`src/rtl/lvds_rx_buf_arbiter_pkg.sv`:
```
// Shared definitions for the LVDS receive-buffer arbiter: lane FSM encodings,
// state-byte bit positions and the lane count.
package lvds_rx_buf_arbiter_pkg;

    localparam int NUM_LANES = 4;

    typedef enum logic [1:0] {
        LANE_IDLE = 2'd0,
        LANE_RECV = 2'd1,
        LANE_DONE = 2'd2
    } lane_state_t;

    localparam int ST_DONE    = 0;
    localparam int ST_BUSY    = 1;
    localparam int ST_OVF     = 2;
    localparam int ST_SOFERR  = 3;
    localparam int ST_CNT_LSB = 4;

endpackage

```
`src/rtl/lvds_rx_lane_ctrl.sv`:
```
// Per-lane frame controller: frame FSM, buffer write pointer, error flags and
// the completed-frame counter that together form the lane state byte.
module lvds_rx_lane_ctrl
    import lvds_rx_buf_arbiter_pkg::*;
#(
    parameter int ADDR_W = 9
) (
    input  logic              clk,
    input  logic              rst_n,
    input  logic              hs,
    input  logic              sof,
    input  logic              eof,
    input  logic              clr,
    output logic              active,
    output logic              wr_en,
    output logic [ADDR_W-1:0] wr_addr,
    output logic [7:0]        state_byte
);

    localparam logic [ADDR_W:0] PTR_ONE = 1;
    localparam logic [3:0]      CNT_ONE = 4'd1;

    lane_state_t     state, state_n;
    logic [ADDR_W:0] wptr, wptr_n;
    logic            ovf, ovf_n;
    logic            sof_err, sof_err_n;
    logic [3:0]      frame_cnt, frame_cnt_n;
    logic            full;

    // The pointer is one bit wider than the address so it can sit at 2^N when full.
    assign full    = wptr[ADDR_W];
    assign active  = (state != LANE_DONE);
    assign wr_addr = wptr[ADDR_W-1:0];
    assign wr_en   = ((state == LANE_IDLE) && sof) || ((state == LANE_RECV) && !full);

    always_comb begin
        state_n     = state;
        wptr_n      = wptr;
        ovf_n       = ovf;
        sof_err_n   = sof_err;
        frame_cnt_n = frame_cnt;
        if (clr) begin
            state_n   = LANE_IDLE;
            wptr_n    = '0;
            ovf_n     = 1'b0;
            sof_err_n = 1'b0;
        end else if (hs) begin
            case (state)
                LANE_IDLE: begin
                    if (sof) begin
                        wptr_n = PTR_ONE;
                        if (eof) begin
                            state_n     = LANE_DONE;
                            frame_cnt_n = frame_cnt + CNT_ONE;
                        end else begin
                            state_n = LANE_RECV;
                        end
                    end else begin
                        sof_err_n = 1'b1;
                    end
                end
                LANE_RECV: begin
                    if (full) ovf_n = 1'b1;
                    else      wptr_n = wptr + PTR_ONE;
                    if (sof) sof_err_n = 1'b1;
                    if (eof) begin
                        state_n     = LANE_DONE;
                        frame_cnt_n = frame_cnt + CNT_ONE;
                    end
                end
                default: ;
            endcase
        end
    end

    always_ff @(posedge clk or negedge rst_n) begin
        if (!rst_n) begin
            state     <= LANE_IDLE;
            wptr      <= '0;
            ovf       <= 1'b0;
            sof_err   <= 1'b0;
            frame_cnt <= '0;
        end else begin
            state     <= state_n;
            wptr      <= wptr_n;
            ovf       <= ovf_n;
            sof_err   <= sof_err_n;
            frame_cnt <= frame_cnt_n;
        end
    end

    always_comb begin
        state_byte                       = '0;
        state_byte[ST_DONE]              = (state == LANE_DONE);
        state_byte[ST_BUSY]              = (state == LANE_RECV);
        state_byte[ST_OVF]               = ovf;
        state_byte[ST_SOFERR]            = sof_err;
        state_byte[ST_CNT_LSB +: 4]      = frame_cnt;
    end

endmodule

```
`src/rtl/lvds_rx_buf_arbiter.sv`:
```
// Round-robin arbiter sharing one registered buffer write port among four LVDS
// receive lanes, plus the per-lane state bytes read by the AHB bridge.
module lvds_rx_buf_arbiter
    import lvds_rx_buf_arbiter_pkg::*;
#(
    parameter int LVDS_BUF_ADDR_SIZE = 9
) (
    input  logic                          HCLK,
    input  logic                          HRESETn,
    input  logic [3:0]                    RX_VALID,
    input  logic [127:0]                  RX_DATA,
    input  logic [3:0]                    RX_SOF,
    input  logic [3:0]                    RX_EOF,
    output logic [3:0]                    RX_READY,
    output logic [3:0]                    BUF_WE,
    output logic [LVDS_BUF_ADDR_SIZE-1:0] BUF_WADDR,
    output logic [31:0]                   BUF_WDATA,
    input  logic                          RX_STATE_CLEAR,
    input  logic                          LVDS_EU1,
    input  logic                          LVDS_EU2,
    input  logic                          LVDS_EU3,
    input  logic                          LVDS_EU4,
    output logic [7:0]                    LVDS_EU1_STATE,
    output logic [7:0]                    LVDS_EU2_STATE,
    output logic [7:0]                    LVDS_EU3_STATE,
    output logic [7:0]                    LVDS_EU4_STATE
);

    logic [NUM_LANES-1:0]          clr, active, wr_en, req, grant;
    logic [LVDS_BUF_ADDR_SIZE-1:0] lane_addr [NUM_LANES];
    logic [31:0]                   lane_word [NUM_LANES];
    logic [7:0]                    lane_state [NUM_LANES];
    logic [1:0]                    rr_ptr, grant_idx;
    logic                          grant_vld;

    // Reset also masks requests so RX_READY reads 0 while HRESETn is low.
    assign clr = {4{RX_STATE_CLEAR}} & {LVDS_EU4, LVDS_EU3, LVDS_EU2, LVDS_EU1};
    assign req = RX_VALID & active & ~clr & {4{HRESETn}};

    always_comb begin
        grant     = '0;
        grant_idx = rr_ptr;
        grant_vld = 1'b0;
        for (int k = 0; k < NUM_LANES; k++) begin
            if (!grant_vld && req[rr_ptr + 2'(k)]) begin
                grant_vld = 1'b1;
                grant_idx = rr_ptr + 2'(k);
            end
        end
        if (grant_vld) grant[grant_idx] = 1'b1;
    end

    assign RX_READY = grant;

    for (genvar i = 0; i < NUM_LANES; i++) begin : g_lane
        assign lane_word[i] = RX_DATA[32*i +: 32];

        lvds_rx_lane_ctrl #(
            .ADDR_W (LVDS_BUF_ADDR_SIZE)
        ) u_lane (
            .clk        (HCLK),
            .rst_n      (HRESETn),
            .hs         (RX_VALID[i] & grant[i]),
            .sof        (RX_SOF[i]),
            .eof        (RX_EOF[i]),
            .clr        (clr[i]),
            .active     (active[i]),
            .wr_en      (wr_en[i]),
            .wr_addr    (lane_addr[i]),
            .state_byte (lane_state[i])
        );
    end

    always_ff @(posedge HCLK or negedge HRESETn) begin
        if (!HRESETn) begin
            BUF_WE    <= '0;
            BUF_WADDR <= '0;
            BUF_WDATA <= '0;
            rr_ptr    <= '0;
        end else begin
            BUF_WE <= grant & wr_en;
            if (grant_vld) begin
                rr_ptr    <= grant_idx + 2'd1;
                BUF_WADDR <= lane_addr[grant_idx];
                BUF_WDATA <= lane_word[grant_idx];
            end
        end
    end

    assign LVDS_EU1_STATE = lane_state[0];
    assign LVDS_EU2_STATE = lane_state[1];
    assign LVDS_EU3_STATE = lane_state[2];
    assign LVDS_EU4_STATE = lane_state[3];

endmodule

```
`config.mk`:
```
export PLATFORM = sky130hd
export DESIGN_NAME = lvds_rx_buf_arbiter
export DESIGN_NICKNAME = d
export VERILOG_FILES = /design/src/rtl/lvds_rx_buf_arbiter_pkg.sv /design/src/rtl/lvds_rx_lane_ctrl.sv /design/src/rtl/lvds_rx_buf_arbiter.sv
export SDC_FILE = /design/constraint.sdc
export NUM_CORES = 1
export LEC_CHECK = 0
export ABC_AREA = 1
export CORE_MARGIN = 10
export CORE_UTILIZATION = 42
export CTS_CLUSTER_SIZE = 30
export DETAILED_ROUTE_END_ITERATION = 8
export PLACE_DENSITY = 0.72
export SYNTH_ARGS = -nofsm -noshare
export SYNTH_HDL_FRONTEND = slang
export SYNTH_SLANG_ARGS = --single-unit
```
`constraint.sdc`:
```
create_clock -name HCLK -period 10.5 [get_ports HCLK]
set_input_delay 3.15 -clock HCLK [delete_from_list [all_inputs] [get_ports HCLK]]
set_output_delay 3.15 -clock HCLK [all_outputs]
set_load 0.01 [all_outputs]
```
After elaboration in Yosys (flattened, before gate mapping)
Cells that the tools add are included.
{ "word_totals": {"regBits": 119, "latchBits": 0, "ramBits": 0, "romBits": 0, "in_bits": 147, "out_inout_bits": 81, "wordCells": 285, "mem_count": 0} }
{ "op_classes": {"addsub": 12, "multipliers": 0, "div": 0, "n_lt_le_gt_ge": 7, "n_eq_ne": 36, "shift": 0, "muxes": 116, "n_bitwise": 15, "n_reduce_logical": 71} }
{ "ops": {"columns": ["operator", "count"], "rows": [
  ["10-bit two-way mux", 16],
  ["10-bit one-hot mux with 2 select lines", 4],
  ["32-bit binary-select mux with 2-bit select", 1],
  ["32-bit two-way mux", 2],
  ["4-bit AND reduction", 16],
  ["2-bit two-way mux", 23],
  ["1-bit two-way mux", 41],
  ["10-bit by 1-bit adder with 10-bit output (second input constant)", 4],
  ["4-bit two-way mux", 9],
  ["3-bit inequality test (second input constant)", 12],
  ["4-bit one-hot mux with 2 select lines", 4],
  ["2-bit nonzero test", 16],
  ["3-bit by 2-bit inequality test with 1-bit output (second input constant)", 8],
  ["3-bit AND reduction", 8],
  ["4-bit bitwise AND", 5],
  ["9-bit binary-select mux with 2-bit select", 1],
  ["9-bit two-way mux", 2],
  ["4-bit by 1-bit adder with 4-bit output (second input constant)", 4],
  ["2-bit inequality test (second input constant)", 8],
  ["2-bit one-hot mux with 2 select lines", 4],
  ["2-bit by 3-bit less-than comparator with 1-bit output (second input constant)", 5],
  ["1-bit logical AND", 12],
  ["3-bit nonzero test", 4],
  ["1-bit binary-select mux with 2-bit select", 4],
  ["other kinds (15)", 44]
]} }

Logic depth before layout (Yosys ltp)
Gate-level depths: netlist of run 1.
{ "logic_depth": {"ltp_word": 24, "ltp_mapped": 19, "ltp_nobuf": 17} }

Hierarchy
Synthesis of run 1 repeated with hierarchy kept, for this count alone.
{ "unflattened": {"cells_unflattened": 1340, "hier_area_um2": 8655.8} }
{ "modules_own_cells": {"columns": ["module", "instances", "cells_per_inst", "area_each_um2", "seq_area_each_um2"], "rows": [
  ["lvds_rx_buf_arbiter", 1, 687, 3943.8, 1176.1],
  ["lvds_rx_lane_ctrl (g_lane[0].u_lane ...)", 3, 164, 1179.9, 450.4],
  ["lvds_rx_lane_ctrl (g_lane[3].u_lane)", 1, 161, 1172.4, 450.4]
]} }

Worst setup path after synthesis of run 1
No wires, ideal clock.
{ "synth_path": {"path_kind": "input to output", "start": "in LVDS_EU2", "end": "out RX_READY[0]", "t_arrival_ps": 4496, "required_ps": 7350, "path_slack_ps": 2854, "path_stages": 10, "n_path_buf": 1, "cell_sequence": "nand2_1 nand3_1 nand2_1 nand2_1 o21ai_2 nand4_1 nand2_2 buf_6 nand2_4 nor2_8"} }
{ "synth_via": {"elab_chain_cells": 21, "elab_cells_between_ends": 31, "cone_classes": "2 x order compare; 18 x mux; 4 x bitwise; 7 x reduce/logical"} }
{ "synth_lines": {"columns": ["element", "line", "source"], "rows": [
  ["from (decl)", "lvds_rx_buf_arbiter.sv:20", "input logic LVDS_EU2,"],
  ["4-bit bitwise AND *", "lvds_rx_buf_arbiter.sv:37", "assign clr = {4{RX_STATE_CLEAR}} & {LVDS_EU4, LVDS_EU3, LVDS_EU2, LVDS_EU1};"],
  ["4-bit inverter *", "lvds_rx_buf_arbiter.sv:38", "assign req = RX_VALID & active & ~clr & {4{HRESETn}};"],
  ["4-bit bitwise AND * (2 in series)", "lvds_rx_buf_arbiter.sv:38", null],
  ["1-bit binary-select mux with 2-bit select", "lvds_rx_buf_arbiter.sv:45", "if (!grant_vld && req[rr_ptr + 2'(k)]) begin"],
  ["1-bit two-way mux (not written as such)", "lvds_rx_buf_arbiter.sv:45", null],
  ["1-bit two-way mux", "lvds_rx_buf_arbiter.sv:45", null],
  ["1-bit zero test", "lvds_rx_buf_arbiter.sv:45", null],
  ["1-bit logical AND", "lvds_rx_buf_arbiter.sv:45", null],
  ["[4 not listed]", null, null],
  ["1-bit zero test", "lvds_rx_buf_arbiter.sv:45", null],
  ["1-bit logical AND", "lvds_rx_buf_arbiter.sv:45", null],
  ["2-bit two-way mux", "lvds_rx_buf_arbiter.sv:45", null],
  ["2-bit by 3-bit less-than comparator with 1-bit output (not written as such) / 2-bit by 1-bit greater-or-equal comparator with 1-bit output (equally long branches)", "lvds_rx_buf_arbiter.sv:50", "if (grant_vld) grant[grant_idx] = 1'b1;"],
  ["1-bit logical AND (not written as such)", "lvds_rx_buf_arbiter.sv:50", null],
  ["1-bit two-way mux (not written as such)", "lvds_rx_buf_arbiter.sv:50", null],
  ["1-bit demux with 2-bit select", "lvds_rx_buf_arbiter.sv:50", null],
  ["4-bit two-way mux *", "lvds_rx_buf_arbiter.sv:50", null],
  ["to (decl)", "lvds_rx_buf_arbiter.sv:14", "output logic [3:0] RX_READY,"]
]} }
Every way passes the cells marked *; elsewhere a longest branch is shown, timed or not. The select of a mux whose other input is x is not followed.

Worst setup path in the final report of run 1
{ "layout_path": {"start": "in RX_STATE_CLEAR", "end": "out RX_READY[0]"} }
{ "layout_via": {"elab_chain_cells": 21, "elab_cells_between_ends": 31, "cone_classes": "2 x order compare; 18 x mux; 4 x bitwise; 7 x reduce/logical"} }
{ "layout_lines": {"columns": ["element", "line", "source"], "rows": [
  ["from (decl)", "lvds_rx_buf_arbiter.sv:18", "input logic RX_STATE_CLEAR,"],
  ["4-bit bitwise AND *", "lvds_rx_buf_arbiter.sv:37", null],
  ["4-bit inverter *", "lvds_rx_buf_arbiter.sv:38", null],
  ["4-bit bitwise AND * (2 in series)", "lvds_rx_buf_arbiter.sv:38", null],
  ["1-bit binary-select mux with 2-bit select", "lvds_rx_buf_arbiter.sv:45", null],
  ["1-bit two-way mux (not written as such)", "lvds_rx_buf_arbiter.sv:45", null],
  ["1-bit two-way mux", "lvds_rx_buf_arbiter.sv:45", null],
  ["1-bit zero test", "lvds_rx_buf_arbiter.sv:45", null],
  ["1-bit logical AND", "lvds_rx_buf_arbiter.sv:45", null],
  ["[4 not listed]", null, null],
  ["1-bit zero test", "lvds_rx_buf_arbiter.sv:45", null],
  ["1-bit logical AND", "lvds_rx_buf_arbiter.sv:45", null],
  ["2-bit two-way mux", "lvds_rx_buf_arbiter.sv:45", null],
  ["2-bit by 3-bit less-than comparator with 1-bit output (not written as such) / 2-bit by 1-bit greater-or-equal comparator with 1-bit output (equally long branches)", "lvds_rx_buf_arbiter.sv:50", null],
  ["1-bit logical AND (not written as such)", "lvds_rx_buf_arbiter.sv:50", null],
  ["1-bit two-way mux (not written as such)", "lvds_rx_buf_arbiter.sv:50", null],
  ["1-bit demux with 2-bit select", "lvds_rx_buf_arbiter.sv:50", null],
  ["4-bit two-way mux *", "lvds_rx_buf_arbiter.sv:50", null]
]} }
Marked as above.

==> results of run 1 <==
==> per-layer routing <==
| layer | share of wire (%) | GRT usage, % |
|---|---|---|
| met3 | 7.1 | 5.43 |
| met2 | 48 | 33.8 |
| met1 | 44 | 25.7 |
| met5 | 0 | 0 |
| met4 | 1.3 | 5.48 |
==> sequential cells by signal, indices dropped and copies added (netlist names) <==
register,cells
g_lane.u_lane.state,8
g_lane.u_lane.ovf,4
rr_ptr,2
BUF_WE,4
BUF_WDATA,32
g_lane.u_lane.frame_cnt,16
BUF_WADDR,9
g_lane.u_lane.sof_err,4
g_lane.u_lane.wptr,40
==> synth_stat cells, types with 2 or more instances <==
| cell | n |
|---|---|
| sky130_fd_sc_hd__buf_4 | 20 |
| sky130_fd_sc_hd__a21oi_1 | 80 |
| sky130_fd_sc_hd__o21ai_0 | 12 |
| sky130_fd_sc_hd__inv_1 | 73 |
| sky130_fd_sc_hd__buf_6 | 10 |
| sky130_fd_sc_hd__nand4_1 | 40 |
| sky130_fd_sc_hd__nand2_2 | 11 |
| sky130_fd_sc_hd__xnor2_1 | 18 |
| sky130_fd_sc_hd__o21ai_1 | 7 |
| sky130_fd_sc_hd__dfrtp_1 | 119 |
| sky130_fd_sc_hd__clkinv_1 | 4 |
| sky130_fd_sc_hd__ha_1 | 8 |
| sky130_fd_sc_hd__clkbuf_1 | 10 |
| sky130_fd_sc_hd__nor3b_1 | 6 |
| sky130_fd_sc_hd__nor3_1 | 27 |
| sky130_fd_sc_hd__or2_2 | 2 |
| sky130_fd_sc_hd__nor2_1 | 76 |
| sky130_fd_sc_hd__nor2_4 | 4 |
| sky130_fd_sc_hd__o211ai_1 | 9 |
| sky130_fd_sc_hd__nand2_4 | 9 |
| sky130_fd_sc_hd__buf_2 | 12 |
| sky130_fd_sc_hd__xor2_1 | 5 |
| sky130_fd_sc_hd__nor4_1 | 2 |
| sky130_fd_sc_hd__nand3_1 | 70 |
| sky130_fd_sc_hd__inv_2 | 5 |
| sky130_fd_sc_hd__nand3_2 | 3 |
| sky130_fd_sc_hd__nand2_1 | 518 |
==> worst paths after layout <==
check / from / endpoint / slack (ps) / cells past startpoint
worst max-delay path: RX_STATE_CLEAR / RX_READY[0] / 1150 / 13
worst min-delay path: g_lane[3].u_lane.wptr[4] / g_lane[3].u_lane.wptr[4] / 470 / 2
worst max register to register: rr_ptr[0] / BUF_WADDR[1] / 7350 / 15
worst min register to register: g_lane[3].u_lane.wptr[4] / g_lane[3].u_lane.wptr[4] / 470 / 2
max in group asynchronous: HRESETn / g_lane[2].u_lane.wptr[1] / 7010 / 2
min in group asynchronous: HRESETn / g_lane[1].u_lane.frame_cnt[3] / 2540 / 1
==> cells by family (layout without fill, tap and decap cells) <==
logic type	count (synthesis)	count (layout)	share of synthesized area, %
fa+ha+maj	8	8	1.26
xor+xnor	24	24	2.89
buf+inv	135	349	8.51
flops	119	119	37.6
simple gates	772	772	42.1
compound gates	113	113	7.64
==> power groups by stage <==
stage / Sequential [W] / Combinational [W] / Clock (W)
2_1_floorplan: 0.000751 / 0.00186 / 0
5_1_grt: 0.000745 / 0.00288 / 0.000628
3_3_place_gp: 0.000730 / 0.00253 / 0
3_5_place_dp: 0.000733 / 0.00257 / 0
6_report: 0.000728 / 0.00256 / 0.000596
4_1_cts: 0.000727 / 0.00259 / 0.000607
==> worst max-delay path: stages <==
cell and delay (ps):
sky130_fd_sc_hd__clkdlybuf4s50_1 470, sky130_fd_sc_hd__nand2_1 270, sky130_fd_sc_hd__nand3_1 150, sky130_fd_sc_hd__nand2_1 100, sky130_fd_sc_hd__nand3_1 80, sky130_fd_sc_hd__nand2_1 150, sky130_fd_sc_hd__inv_1 130, sky130_fd_sc_hd__nand2_1 130
sky130_fd_sc_hd__nor2_4 40, sky130_fd_sc_hd__inv_2 600, sky130_fd_sc_hd__nand2_4 140, sky130_fd_sc_hd__nor2_8 210, sky130_fd_sc_hd__clkdlybuf4s50_1 580
==> cell usage in the layout, fill, tap and decap left out, types with 2 or more instances in the layout <==
master and instances:
sky130_fd_sc_hd__nand3_1 70, sky130_fd_sc_hd__nand2_2 11, sky130_fd_sc_hd__bufinv_16 3, sky130_fd_sc_hd__nand2_4 9, sky130_fd_sc_hd__nor3_1 27, sky130_fd_sc_hd__clkdlybuf4s50_1 226
sky130_fd_sc_hd__xor2_1 5, sky130_fd_sc_hd__o21ai_1 7, sky130_fd_sc_hd__clkbuf_16 17, sky130_fd_sc_hd__nand3_2 3, sky130_fd_sc_hd__nand2_1 518, sky130_fd_sc_hd__nor2_4 4
sky130_fd_sc_hd__clkinv_1 4, sky130_fd_sc_hd__clkinv_2 5, sky130_fd_sc_hd__nor3b_1 6, sky130_fd_sc_hd__buf_4 8, sky130_fd_sc_hd__o21ai_0 12, sky130_fd_sc_hd__ha_1 8
sky130_fd_sc_hd__o211ai_1 9, sky130_fd_sc_hd__xnor2_1 18, sky130_fd_sc_hd__or2_2 2, sky130_fd_sc_hd__clkinvlp_4 4, sky130_fd_sc_hd__inv_1 73, sky130_fd_sc_hd__dfrtp_1 119
sky130_fd_sc_hd__nor4_1 2, sky130_fd_sc_hd__inv_2 5, sky130_fd_sc_hd__nand4_1 40, sky130_fd_sc_hd__a21oi_1 80, sky130_fd_sc_hd__nor2_1 76
==> stage by stage <==
step	total power [W]	instances	cell area (sq um)	util, %	setup WS [ps]
after floorplan	0.00261	1171	7920	-	2850
after global placement	0.00326	1587	10200	54.6	1200
after detailed placement	0.00330	1587	10200	54.6	1140
after CTS	0.00392	1619	10800	57.8	1140
after global routing	0.00425	1619	10800	57.8	906
final	0.00389	1619	10800	57.8	1150
==> final cells by class <==
class | count | area share (%)
clock inverter | 13 | 1.43
timing repair buffer | 234 | 21.6
clock buffer | 19 | 4.11
sequential | 119 | 27.6
inverter | 83 | 2.91
multi-input combinational | 917 | 39.6
tap | 234 | 2.72
==> qor.json, run 1 <==
{
  "outcome": {"value": "finished, final reports clean"},
  "post_drt_via_cell_ratio": {"value": 5.12},
  "p_clk_share": {"value": 15.3, "unit": "%"},
  "grt_max_degree": {"value": 84},
  "detailed_route_wire_length": {"value": 26.0, "unit": "mm"},
  "fin_crit_sh": {"value": 89.1, "unit": "%"},
  "synth_top_flop_cell": {"value": "sky130_fd_sc_hd__dfrtp_1"},
  "dr.pass1.iters": {"value": 5},
  "postRouteAntennaNets": {"value": 0},
  "io_buffers": {"value": 227},
  "netSwitchingFraction": {"value": 52.1, "unit": "%"},
  "seq_power_share": {"value": 18.7, "unit": "%"},
  "worst_hold_path_type": {"value": "register to register"},
  "filler_cell_count": {"value": 1749},
  "edff_count_synth": {"value": 0},
  "horizontal_die_dimension": {"value": 157, "unit": "um"},
  "irDropWorstVdd": {"value": 396, "unit": "uV"},
  "final_weighted_congestion_of_routability_driven_global_placement": {"value": 0.913},
  "synth_top_area_cell": {"value": "sky130_fd_sc_hd__dfrtp_1"},
  "period_needed": {"value": 9350, "unit": "ps"},
  "clk_transition_reported_paths": {"value": 50, "unit": "ps"},
  "finalSetupViolations": {"value": 0},
  "hold_viol": {"value": 0},
  "critPathLaunchType": {"value": "primary input"},
  "synth_largest_type_area_fraction": {"value": 37.6, "unit": "%"},
  "die-area": {"value": 24800, "unit": "sq um"},
  "finClkSkew": {"value": 6.78, "unit": "ps"},
  "post_synth.cell_area_avg": {"value": 6.77, "unit": "sq um"},
  "drcViolationCount": {"value": 0},
  "cts_buffer_depth": {"value": 2},
  "grt_first_pass_wirelength": {"value": 41.0, "unit": "mm"},
  "tritoncts": {"value": "yes"},
  "netlist_instances": {"value": 1171},
  "tightestPinTransition": {"value": 864, "unit": "ps"},
  "async_sr_flop_fraction": {"value": 100, "unit": "%"},
  "maxCapViolCount": {"value": 0},
  "coreArea": {"value": 18600, "unit": "sq um"},
  "maxSlewHeadroom": {"value": 42.4, "unit": "%"},
  "synth-seq-cells": {"value": 119},
  "grt_pass1_vias": {"value": 7953},
  "nNetsFinal": {"value": 1527},
  "worst_setup_path_end_kind": {"value": "output port"},
  "violation_count_after_the_first_detailed_routing_iteration": {"value": 483},
  "insertion_delay": {"value": 420, "unit": "ps"},
  "worst_ep_required": {"value": 7350, "unit": "ps"},
  "layout-area-overhead-vs-synth": {"value": 36.0, "unit": "%"},
  "post_cts_resized": {"value": 0},
  "yosysWarnings": {"value": 0},
  "cts_htree_levels": {"value": 4},
  "diode_insertion_count_for_antenna_repair": {"value": 0},
  "tritoncts.num_buffers": {"value": 17},
  "power.combinational.fraction": {"value": 65.9, "unit": "%"},
  "drive_above_1_share": {"value": 5.78, "unit": "%"},
  "number_of_hold_buffers_added_after_cts": {"value": 0},
  "grtUsageTotal": {"value": 20.4, "unit": "%"},
  "yosysUniqueCellTypes": {"value": 38},
  "leakage": {"value": 5.21, "unit": "nW"},
  "maximum_clock_frequency": {"value": 107, "unit": "MHz"},
  "ys_top_cells_by_area": {"value": "sky130_fd_sc_hd__dfrtp_1 (38%), sky130_fd_sc_hd__nand2_1 (25%), sky130_fd_sc_hd__a21oi_1 (5.1%)"},
  "powerDensity": {"value": 361, "unit": "nW/um^2"},
  "route.detailed.wl_per_inst": {"value": 16.1, "unit": "um"},
  "cts.sinks": {"value": 119},
  "ctsRootBufferMaster": {"value": "sky130_fd_sc_hd__clkbuf_16"},
  "hold_slack": {"value": 471, "unit": "ps"},
  "switchingPower": {"value": 0.00203, "unit": "W"},
  "half_perimeter_wire_length_of_the_detailed_placement_result": {"value": 19.2, "unit": "mm"},
  "cell_internal_pwr": {"value": 0.00186, "unit": "W"},
  "timing_worst_setup_path_type": {"value": "primary input to output port"},
  "worst_ep_arrival_time": {"value": 6200, "unit": "ps"},
  "detailroute.via_count": {"value": 8282},
  "report.final.slew_viol_count": {"value": 0},
  "synth_sequential_area_ratio": {"value": 37.6, "unit": "%"},
  "critPathMaxFanout": {"value": 44},
  "grt_antenna_before_repair": {"value": 0},
  "synth.net_count": {"value": 1326},
  "std_cell_rows": {"value": 50},
  "post_cts.repair.setup_buffers": {"value": 0},
  "netlist_area": {"value": 7920, "unit": "sq um"},
  "gr-total-overflow": {"value": 0},
  "final.setup.tns": {"value": 0, "unit": "ps"},
  "initial_core_util": {"value": 42.5, "unit": "%"},
  "multi_input_gate_area": {"value": 4270, "unit": "sq um"},
  "rsz_0062_raised_after_global_routing": {"value": "false"},
  "final-seq-area": {"value": 2980, "unit": "sq um"},
  "die_h": {"value": 157, "unit": "um"},
  "design.portCount": {"value": 228}
}
Power figures use the tool's default switching activity.
==> run 2: changes to the inputs <==
--- a/config.mk
+++ b/config.mk
@@ -14,3 +14,4 @@
 export SYNTH_ARGS = -nofsm -noshare
 export SYNTH_HDL_FRONTEND = slang
 export SYNTH_SLANG_ARGS = --single-unit
+export TNS_END_PERCENT = 20
==> results of run 2 <==
Same layout as run 1: the final DEF is identical, and so are final timing and power.
==> run 3: changes to the inputs <==
--- a/config.mk
+++ b/config.mk
@@ -6,11 +6,13 @@
 export NUM_CORES = 1
 export LEC_CHECK = 0
 export ABC_AREA = 1
+export CELL_PAD_IN_SITES_DETAIL_PLACEMENT = 1
+export CELL_PAD_IN_SITES_GLOBAL_PLACEMENT = 1
 export CORE_MARGIN = 10
-export CORE_UTILIZATION = 42
+export CORE_UTILIZATION = 36
 export CTS_CLUSTER_SIZE = 30
 export DETAILED_ROUTE_END_ITERATION = 8
-export PLACE_DENSITY = 0.72
+export PLACE_DENSITY = 0.86
 export SYNTH_ARGS = -nofsm -noshare
 export SYNTH_HDL_FRONTEND = slang
 export SYNTH_SLANG_ARGS = --single-unit
==> run 3 against run 2 <==
Non-clock buffer count is 1 lower. Core utilization fell by 7.7 points. Final cell count up 2.8%. Combinational power up 2%. Worst setup slack got worse by 32 ps. Largest cell class unchanged.
==> qor.json, run 3 (synthesis gave the netlist of run 1 again) <==
{
  "outcome": {"value": "finished, final reports clean", "change": "unchanged"},
  "clk_transition_reported_paths": {"value": 50, "unit": "ps", "change": "about the same"},
  "report.final.slew_viol_count": {"value": 0, "change": "unchanged"},
  "nNetsFinal": {"value": 1526, "change": "was 1,527"},
  "netSwitchingFraction": {"value": 52.1, "unit": "%", "change": "about the same"},
  "worstPathCellList": {"value": "clkdlybuf4s50_1 > nand2_1 > nand3_1 > nand2_1 > nand3_1 > nand2_1 > inv_1 > nand2_1 > nor2_4 > inv_2 > nand2_4 > nor2_8 > clkdlybuf4s50_1", "change": "unchanged"},
  "seq_power_share": {"value": 18.3, "unit": "%", "change": "was 18.7%"},
  "dr.pass1.iters": {"value": 4, "change": "was 5"},
  "design.portCount": {"value": 228, "change": "unchanged"},
  "multi_input_gate_area": {"value": 4270, "unit": "sq um", "change": "unchanged"},
  "die-area": {"value": 28300, "unit": "sq um", "change": "was 24,800 sq um"},
  "finClkSkew": {"value": 7.17, "unit": "ps", "change": "was 6.78 ps"},
  "postRouteAntennaNets": {"value": 0, "change": "unchanged"},
  "final-seq-area": {"value": 2980, "unit": "sq um", "change": "unchanged"},
  "grt_antenna_before_repair": {"value": 1, "change": "was 0"},
  "leakage": {"value": 5.24, "unit": "nW", "change": "was 5.21 nW"},
  "cp.buffers_inverters": {"value": 4, "change": "unchanged"},
  "irDropWorstVdd": {"value": 303, "unit": "uV", "change": "was 396 uV"},
  "post_cts.repair.setup_buffers": {"value": 0, "change": "unchanged"},
  "reg.largest.list": {"value": "g_lane.u_lane.wptr x40, BUF_WDATA x32, g_lane.u_lane.frame_cnt x16", "change": "unchanged"},
  "timing_worst_setup_path_type": {"value": "primary input to output port", "change": "unchanged"},
  "p_clk_share": {"value": 16.7, "unit": "%", "change": "was 15.3%"},
  "detailed_route_wire_length": {"value": 30.6, "unit": "mm", "change": "was 26.0 mm"},
  "final.setup.tns": {"value": 0, "unit": "ps", "change": "unchanged"},
  "layout_common_cells": {"value": "sky130_fd_sc_hd__nand2_1 (518), sky130_fd_sc_hd__clkdlybuf4s50_1 (226), sky130_fd_sc_hd__dfrtp_1 (119), sky130_fd_sc_hd__a21oi_1 (80), sky130_fd_sc_hd__nor2_1 (76)", "change": "unchanged"},
  "finalPower": {"value": 0.00403, "unit": "W", "change": "was 0.00389 W"},
  "initial_core_util": {"value": 36.4, "unit": "%", "change": "was 42.5%"},
  "maxSlewHeadroom": {"value": 32.8, "unit": "%", "change": "was 42.4%"},
  "cts.sinks": {"value": 119, "change": "unchanged"},
  "final_common_cell": {"value": "sky130_fd_sc_hd__nand2_1", "change": "unchanged"},
  "switchingPower": {"value": 0.00210, "unit": "W", "change": "was 0.00203 W"},
  "path_delay_family": {"value": "buffers and inverters", "change": "unchanged"},
  "cts_htree_levels": {"value": 4, "change": "unchanged"},
  "insertion_delay": {"value": 430, "unit": "ps", "change": "was 420 ps"},
  "worst_setup_path_end_kind": {"value": "output port", "change": "unchanged"},
  "placedInstanceArea": {"value": 10200, "unit": "sq um", "change": "about the same"},
  "rsz_0062_raised_after_global_routing": {"value": "false", "change": "unchanged"},
  "grt_pass1_vias": {"value": 8869, "change": "was 7,953"},
  "period_needed": {"value": 9380, "unit": "ps", "change": "was 9350 ps"},
  "critical_path.slowest_cell": {"value": "sky130_fd_sc_hd__inv_2", "change": "unchanged"},
  "worst_hold_path_type": {"value": "register to register", "change": "unchanged"},
  "slowest_delay": {"value": 610, "unit": "ps", "change": "was 600 ps"},
  "finalSetupViolations": {"value": 0, "change": "unchanged"},
  "post_drt_via_cell_ratio": {"value": 5.09, "change": "was 5.12"},
  "worst_ep_required": {"value": 7350, "unit": "ps", "change": "about the same"},
  "filler_cell_count": {"value": 2795, "change": "was 1,749"},
  "number_of_hold_buffers_added_after_cts": {"value": 0, "change": "unchanged"},
  "violation_count_after_the_first_detailed_routing_iteration": {"value": 491, "change": "was 483"},
  "maxCapViolCount": {"value": 0, "change": "unchanged"},
  "io_buffers": {"value": 227, "change": "unchanged"},
  "fin_crit_sh": {"value": 89.4, "unit": "%", "change": "was 89.1%"},
  "cts_buffer_depth": {"value": 2, "change": "unchanged"},
  "drive_above_1_share": {"value": 5.71, "unit": "%", "change": "was 5.78%"},
  "tightestPinTransition": {"value": 1010, "unit": "ps", "change": "was 864 ps"},
  "half_perimeter_wire_length_of_the_detailed_placement_result": {"value": 22.7, "unit": "mm", "change": "was 19.2 mm"},
  "gr-total-overflow": {"value": 0, "change": "unchanged"},
  "critPathMaxFanout": {"value": 44, "change": "unchanged"},
  "critPathLaunchType": {"value": "primary input", "change": "unchanged"},
  "grt_max_degree": {"value": 84, "change": "unchanged"},
  "ctsRootBufferMaster": {"value": "sky130_fd_sc_hd__clkbuf_16", "change": "unchanged"},
  "detailroute.via_count": {"value": 8476, "change": "was 8,282"},
  "maximum_clock_frequency": {"value": 107, "unit": "MHz", "change": "about the same"},
  "post_cts_resized": {"value": 0, "change": "unchanged"},
  "power.combinational.fraction": {"value": 65.1, "unit": "%", "change": "was 65.9%"},
  "die_h": {"value": 168, "unit": "um", "change": "was 157 um"},
  "horizontal_die_dimension": {"value": 168, "unit": "um", "change": "was 157 um"},
  "grtUsageTotal": {"value": 21.2, "unit": "%", "change": "was 20.4%"},
  "hold_viol": {"value": 0, "change": "unchanged"},
  "design_area": {"value": 10900, "unit": "sq um", "change": "was 10,800 sq um"},
  "largest_register": {"value": "g_lane.u_lane.wptr", "change": "unchanged"},
  "crit_path_frequent_cell": {"value": "sky130_fd_sc_hd__nand2_1", "change": "unchanged"},
  "powerDensity": {"value": 370, "unit": "nW/um^2", "change": "was 361 nW/um^2"},
  "layout-area-overhead-vs-synth": {"value": 37.6, "unit": "%", "change": "was 36.0%"},
  "cell_internal_pwr": {"value": 0.00193, "unit": "W", "change": "was 0.00186 W"},
  "grt_first_pass_wirelength": {"value": 49.4, "unit": "mm", "change": "was 41.0 mm"},
  "number_of_flip_flops_under_the_largest_register_name": {"value": 40, "change": "unchanged"},
  "final_weighted_congestion_of_routability_driven_global_placement": {"value": 0.872, "change": "was 0.913"},
  "tritoncts.num_buffers": {"value": 17, "change": "unchanged"},
  "coreArea": {"value": 21800, "unit": "sq um", "change": "was 18,600 sq um"},
  "tritoncts": {"value": "yes", "change": "unchanged"},
  "std_cell_rows": {"value": 54, "change": "was 50"},
  "worst_ep_arrival_time": {"value": 6230, "unit": "ps", "change": "was 6200 ps"},
  "drcViolationCount": {"value": 0, "change": "unchanged"},
  "route.detailed.wl_per_inst": {"value": 18.4, "unit": "um", "change": "was 16.1 um"}
}
## run 3: cell types whose count changed in the layout (fill, tap and decap cells not counted), sizes merged
cell / previous run / this run
inv: 80 / 79
diode: 0 / 1
bufinv: 3 / 6
buf: 8 / 7
clkinvlp: 4 / 3
clkinv: 9 / 8
## run 3: final timing paths
path                           startpoint                       endpoint  slack [ps]  depth (start not counted)
max                        RX_STATE_CLEAR                    RX_READY[0]        1120                         13
min                         BUF_WDATA[12]                  BUF_WDATA[12]         480                          2
max reg2reg                     rr_ptr[0]                  BUF_WDATA[28]        7210                         15
min reg2reg                 BUF_WDATA[12]                  BUF_WDATA[12]         480                          2
max in group asynchronous         HRESETn       g_lane[1].u_lane.wptr[4]        6740                          2
min in group asynchronous         HRESETn  g_lane[3].u_lane.frame_cnt[3]        2540                          1
## run 3: cell type report
cell class                 count  share of cell area, %
multi-input combinational    917                   39.2
tap                          280                   3.21
timing repair buffer         233                   21.2
sequential                   119                   27.3
clock buffer                  19                   4.06
clock inverter                13                   2.08
inverter                      83                   2.88
antenna                        1                 0.0230
## run 3: power groups by stage
stage	registers [W]	clock network, W	logic (W)
floorplan	0.000751	0	0.00186
global placement	0.000740	0	0.00256
detailed placement	0.000743	0	0.00264
CTS	0.000738	0.000683	0.00266
global route	0.000754	0.000704	0.00294
finish	0.000736	0.000672	0.00262
## run 3: layer usage
metal  global-route usage, %  wire (um)  up-vias
li1                        -          -     4150
met1                    25.8      13300     4108
met2                    37.3      15400      187
met3                    4.33       1380       31
met4                    5.60        556        0
met5                       0          0        -
## run 3: through the flow
step                util, %  instances  setup WS, ps  hold WS [ps]
CTS                    50.1       1664          1050           484
detailed placement     47.0       1632          1060           470
floorplan                 -       1171          2850           442
finish                 50.1       1665          1120           481
global placement       47.0       1632          1150           457
global route           50.1       1665           810           508
## run 3: worst reg2reg max path: cells and delay by family (launching register included)
family | cells | cell delay (ps)
buffers and inverters | 2 | 790
and+or+nand+nor | 13 | 1730
DFF | 1 | 700
